===== src/rtl/packer_frame_arbiter.sv =====
// Round-robin frame arbiter in front of the dataPacker: one source owns the packer
// input from its first beat until its eof beat or until an idle timeout releases it.
module packer_frame_arbiter #(
   parameter int N          = 8,
   parameter int DATA_WIDTH = 32,
   parameter int NUM_REQ    = 4,
   parameter int MAX_IDLE   = 16
) (
   input  logic                              clk,
   input  logic                              rst_n,
   input  logic                              tracing,
   input  logic [NUM_REQ-1:0]                req_valid,
   input  logic [NUM_REQ-1:0]                req_eof,
   input  logic [NUM_REQ-1:0]                req_chainId,
   input  logic [NUM_REQ*N*DATA_WIDTH-1:0]   req_vector,
   output logic [NUM_REQ-1:0]                req_ready,
   output logic                              valid_out,
   output logic                              eof_out,
   output logic                              chainId_out,
   output logic [N-1:0][DATA_WIDTH-1:0]      vector_out,
   output logic [$clog2(NUM_REQ)-1:0]        grant_id,
   output logic                              busy,
   output logic                              timeout_pulse
);
   localparam int         GW         = $clog2(NUM_REQ);
   localparam int         VW         = N * DATA_WIDTH;
   localparam logic [7:0] IDLE_LIMIT = 8'(MAX_IDLE - 1);

   typedef enum logic [0:0] {
      ST_IDLE   = 1'b0,
      ST_LOCKED = 1'b1
   } state_t;

   state_t        state_r;
   logic [GW-1:0] rr_ptr_r;
   logic [7:0]    idle_cnt_r;
   logic [GW-1:0] winner_s;
   logic [GW-1:0] sel_s;
   logic          accept_s;
   logic [VW-1:0] sel_vec_s;

   function automatic logic [GW-1:0] rr_index(input logic [GW-1:0] base, input int k);
      int sum;
      sum = (int'(base) + k) % NUM_REQ;
      return GW'(sum);
   endfunction

   // Round-robin search after rr_ptr; walking the distance downwards lets the nearest valid requester win.
   always_comb begin
      winner_s = '0;
      for (int k = NUM_REQ; k >= 1; k--) begin
         winner_s = req_valid[rr_index(rr_ptr_r, k)] ? rr_index(rr_ptr_r, k) : winner_s;
      end
   end

   // A locked frame keeps the port; when nobody is valid, winner_s points at an idle requester and nothing is accepted.
   assign sel_s     = (state_r == ST_LOCKED) ? grant_id : winner_s;
   assign accept_s  = tracing & req_valid[sel_s];
   assign sel_vec_s = req_vector[int'(sel_s) * VW +: VW];

   // One-hot ready towards the selected requester.
   always_comb begin
      req_ready        = '0;
      req_ready[sel_s] = accept_s;
   end

   // Arbitration state, frame lock, idle timeout and the registered forwarding stage.
   always_ff @(posedge clk) begin
      if (!rst_n) begin
         state_r       <= ST_IDLE;
         rr_ptr_r      <= GW'(NUM_REQ - 1);
         idle_cnt_r    <= 8'd0;
         grant_id      <= '0;
         busy          <= 1'b0;
         timeout_pulse <= 1'b0;
         valid_out     <= 1'b0;
         eof_out       <= 1'b0;
         chainId_out   <= 1'b0;
         vector_out    <= '0;
      end else begin
         valid_out     <= accept_s;
         eof_out       <= accept_s & req_eof[sel_s];
         timeout_pulse <= 1'b0;
         if (accept_s) begin
            chainId_out <= req_chainId[sel_s];
            vector_out  <= sel_vec_s;
         end
         case (state_r)
            ST_IDLE: begin
               if (accept_s) begin
                  grant_id <= winner_s;
                  if (req_eof[winner_s]) begin
                     rr_ptr_r <= winner_s;
                  end else begin
                     state_r    <= ST_LOCKED;
                     busy       <= 1'b1;
                     idle_cnt_r <= 8'd0;
                  end
               end
            end
            ST_LOCKED: begin
               if (accept_s) begin
                  idle_cnt_r <= 8'd0;
                  if (req_eof[grant_id]) begin
                     state_r  <= ST_IDLE;
                     busy     <= 1'b0;
                     rr_ptr_r <= grant_id;
                  end
               end else if (tracing) begin
                  // The owner has been silent for MAX_IDLE traced cycles: drop the lock.
                  if (idle_cnt_r >= IDLE_LIMIT) begin
                     state_r       <= ST_IDLE;
                     busy          <= 1'b0;
                     rr_ptr_r      <= grant_id;
                     idle_cnt_r    <= 8'd0;
                     timeout_pulse <= 1'b1;
                  end else begin
                     idle_cnt_r <= (idle_cnt_r == 8'hFF) ? idle_cnt_r : idle_cnt_r + 8'd1;
                  end
               end
            end
            default: begin
               state_r <= ST_IDLE;
               busy    <= 1'b0;
            end
         endcase
      end
   end
endmodule


===== config.mk =====
export PLATFORM = sky130hd
export DESIGN_NAME = packer_frame_arbiter
export DESIGN_NICKNAME = d
export VERILOG_FILES = /design/src/rtl/packer_frame_arbiter.sv
export SDC_FILE = /design/constraint.sdc
export NUM_CORES = 1
export LEC_CHECK = 0
export CAP_MARGIN = 10
export CELL_PAD_IN_SITES_DETAIL_PLACEMENT = 0
export CELL_PAD_IN_SITES_GLOBAL_PLACEMENT = 2
export CORE_AREA = 2 2 510 512
export CTS_CLUSTER_SIZE = 10
export DETAILED_ROUTE_END_ITERATION = 7
export DIE_AREA = 0 0 512 514
export GPL_ROUTABILITY_DRIVEN = 0
export PLACE_DENSITY_LB_ADDON = 0.05
export SLEW_MARGIN = 20
export SYNTH_ARGS = -nofsm -noshare
export SYNTH_HDL_FRONTEND = slang
export SYNTH_SLANG_ARGS = --single-unit

===== constraint.sdc =====
create_clock -name clk -period 2.5 [get_ports clk]
set_input_delay 0.5 -clock clk [delete_from_list [all_inputs] [get_ports clk]]
set_output_delay 0.5 -clock clk [all_outputs]
set_load 0.01 [all_outputs]

==> results.cfg <==
[timing]
fin_crit_sh_pct = 107
final-max-slew-violation-count = 0
rsz0062_at_grt = yes
max_slew.worst_pin.slew_ns = 0.493
tns_ns = -11.81
fin_ws_ns = -0.181
hold_viol_final = 0
timing.fmax_ghz = 0.373
clock_skew_ns = 0.0257
setup_viol = 178
post-route-min-period_ns = 2.68
slew_headroom_pct = 66.8

[grt]
grt_usage_pct = 14.3
grt_pass1_vias = 25523
gr-total-overflow = 0
grt_max_degree = 59
grt_pass1_wl_microns = 253000
antenna_found_initial = 210

[power]
clkPwrFrac_pct = 28.6
total_power_uw = 25500
comb_power_share_pct = 48.3
p_int_uw = 15500
swShare_pct = 39.3
p_switching_uw = 10000
p_seq_share_pct = 23.0
peakVddDrop_v = 0.000550
power_density_mw_per_mm2 = 659
total_leakage_power_uw = 0.0159

[synth]
ys_seq_elements = 274
yosys_warnings = 0
ys_top_cells_by_area = dfxtp_1, nand2_1, a211o_1, a21oi_1, a21oi_2
synth_cell_types = 50
synth.largest_area_cell = dfxtp_1
synth_nets = 3423
seq_area_frac_synth_pct = 32.7
syn_area_sq_mm = 0.0168
async_reset_ff_share_pct = 0
synth_edf_count = 0
synth_cells = 2383
synth_top_area_share_pct = 32.7
syn_avg_cell_area_sq_um = 7.05
ys_dominant_reg_cell = dfxtp_1

[worst_setup_path]
critical_path_class = flip-flop to primary output
cp_max_fo = 3
arrival_ns = 2.18
start_kind = flip-flop
cp.required_ns = 2.00
r2r_slack_ns = -0.13
rr_worst_depth = 13
endpoint_kind = primary output

[floorplan]
io_pins = 1306
die_w_microns = 512
start_util_pct = 6.51
num_rows = 187
dieHeight_microns = 514
core_sq_mm = 0.258
die_area_sq_mm = 0.263

[clocking]
clkSlewWorstSetupHoldPaths_ns = 0.06
htreeDepth = 2
cts_tree = done
clock_latency_ns = 0.68
cts_hold_buf = 0
ctsRootBufferMaster = clkbuf_16
clk_path_buf_depth = 3
cts_buffers = 53
cts_sinks = 274

[detailed_routing]
avgRoutedWirePerCell_microns = 26.9
wl_microns = 196000
ant_nets = 0
drt-initial-drc-count = 872
via_per_inst = 3.22
dr.pass1.iters = 5
drcViolationCount = 0
vias = 23523

[final_layout]
area.growth.synth_to_final_pct = 131
layout-drive-gt1-share_pct = 15.5
nNetsFinal = 4867

[job]
drv_cap = 0

[outcome]
status = finished, violations left
violations = setup timing

[hold_path]
min_path_cells = 1
hp-class = flip-flop to flip-flop

[place]
port_buffers = 1305
post-place-ws_ns = -1.22
dp_hpwl_microns = 158000
## path summary, 6_finish.rpt
check	endpoint	startpoint
setup / recovery	req_ready[3]	rr_ptr_r[0]
hold / removal	vector_out[109]	vector_out[109]
setup reg to reg	vector_out[224]	grant_id[0]
hold reg to reg	vector_out[109]	vector_out[109]
## logic make-up after synthesis
kind of cell / share of synthesized area (%)
AND/OR/NAND/NOR: 25.3
multiplexers: 0.358
XOR/XNOR: 0.156
AO/OA/AOI/OAI: 34.1
flip-flops: 32.7
buffers and inverters: 7.35
adder cells (fa/ha/maj): 0.0745
## placed cells by master (no fill, tap or decap), types with 4 or more instances in the layout
cell and count:
clkbuf_8 9, a21oi_2 199, nand3_1 4, a21oi_1 315, buf_4 156, buf_8 9
o21ai_0 8, nand2_1 1034, a211o_1 258, buf_12 83, clkbuf_1 19, and4b_1 6
dfxtp_1 270, clkdlybuf4s50_1 1294, bufbuf_16 6, buf_6 14, diode_2 46, nand2_2 8
clkbuf_16 55, buf_16 21, dlygate4sd2_1 4, a31oi_1 4
## state kept, by name (all words and copies together), names as in the netlist
| register | flops |
|---|---|
| chainId_out | 1 |
| busy | 1 |
| eof_out | 1 |
| timeout_pulse | 1 |
| valid_out | 1 |
| idle_cnt_r | 8 |
| state_r | 1 |
| rr_ptr_r | 2 |
| vector_out | 256 |
| grant_id | 2 |
## area by class of cell
type / instances / area, sq um
fillers: 29522 / 219000
repair buffers: 1592 / 17000
multi-input cells: 1904 / 10300
flip-flops and latches: 274 / 5500
well taps: 3402 / 4260
clock buffers: 81 / 1520
diodes: 46 / 115
clock inverters: 4 / 45.0
inverters: 2 / 7.51
## through the flow
| stage | util (%) | area, sq um | instances | hold slack [ns] |
|---|---|---|---|---|
| 6_report | 15.0 | 38700 | 7305 | 0.458 |
| 3_3_place_gp | 13.7 | 35300 | 7102 | 0.442 |
| 3_5_place_dp | 13.7 | 35300 | 7102 | 0.448 |
| 2_1_floorplan | - | 16800 | 2383 | 0.469 |
| 4_1_cts | 14.9 | 38400 | 7252 | 0.453 |
| 5_1_grt | 15.0 | 38700 | 7282 | 0.472 |
## cell usage after synthesis (all sizes together), types with 2 or more instances
cell	number
a21oi	517
o21ai	9
buf	110
and2	4
nand3b	2
inv	2
nor2b	4
or4	2
nand3	4
a31oi	4
nand4	2
o31a	2
o31ai	2
and3	2
and4b	6
o21a	4
or2	3
nor2	6
a21boi	2
clkbuf	93
xnor2	3
mux4	2
a211o	258
dfxtp	274
and4	2
nand2	1043
nor3	4
nand2b	5
## critical path: stages (launching register included)
cell and delay, ns:
dfxtp_2 0.34, and2b_4 0.28, nor2_4 0.04, o31a_2 0.34, or2_4 0.29, nor2_4 0.12
buf_6 0.12
## what timing repair did
item	4_1_cts	5_1_grt
resized for setup	137	46
setup buffers	44	8
hold endpoints to repair	0	0
setup endpoints to repair	259	266
gates cloned	21	2
pin swaps	14	16
## routing by layer
layer  wire length, microns  track usage [%]
met3                  22000             7.77
met4                   4530             3.28
met5                   1150                0
met1                  71000             14.4
met2                  97700             25.7
## power groups by stage
stage,logic [uW],registers [uW],clock network [uW]
6_report,12300,5880,7300
5_1_grt,13500,6000,7900
4_1_cts,12700,5910,7890
3_5_place_dp,11700,5980,0
3_3_place_gp,11900,5980,0
2_1_floorplan,3960,6210,0
No activity file was read; power rests on OpenSTA's default activity.
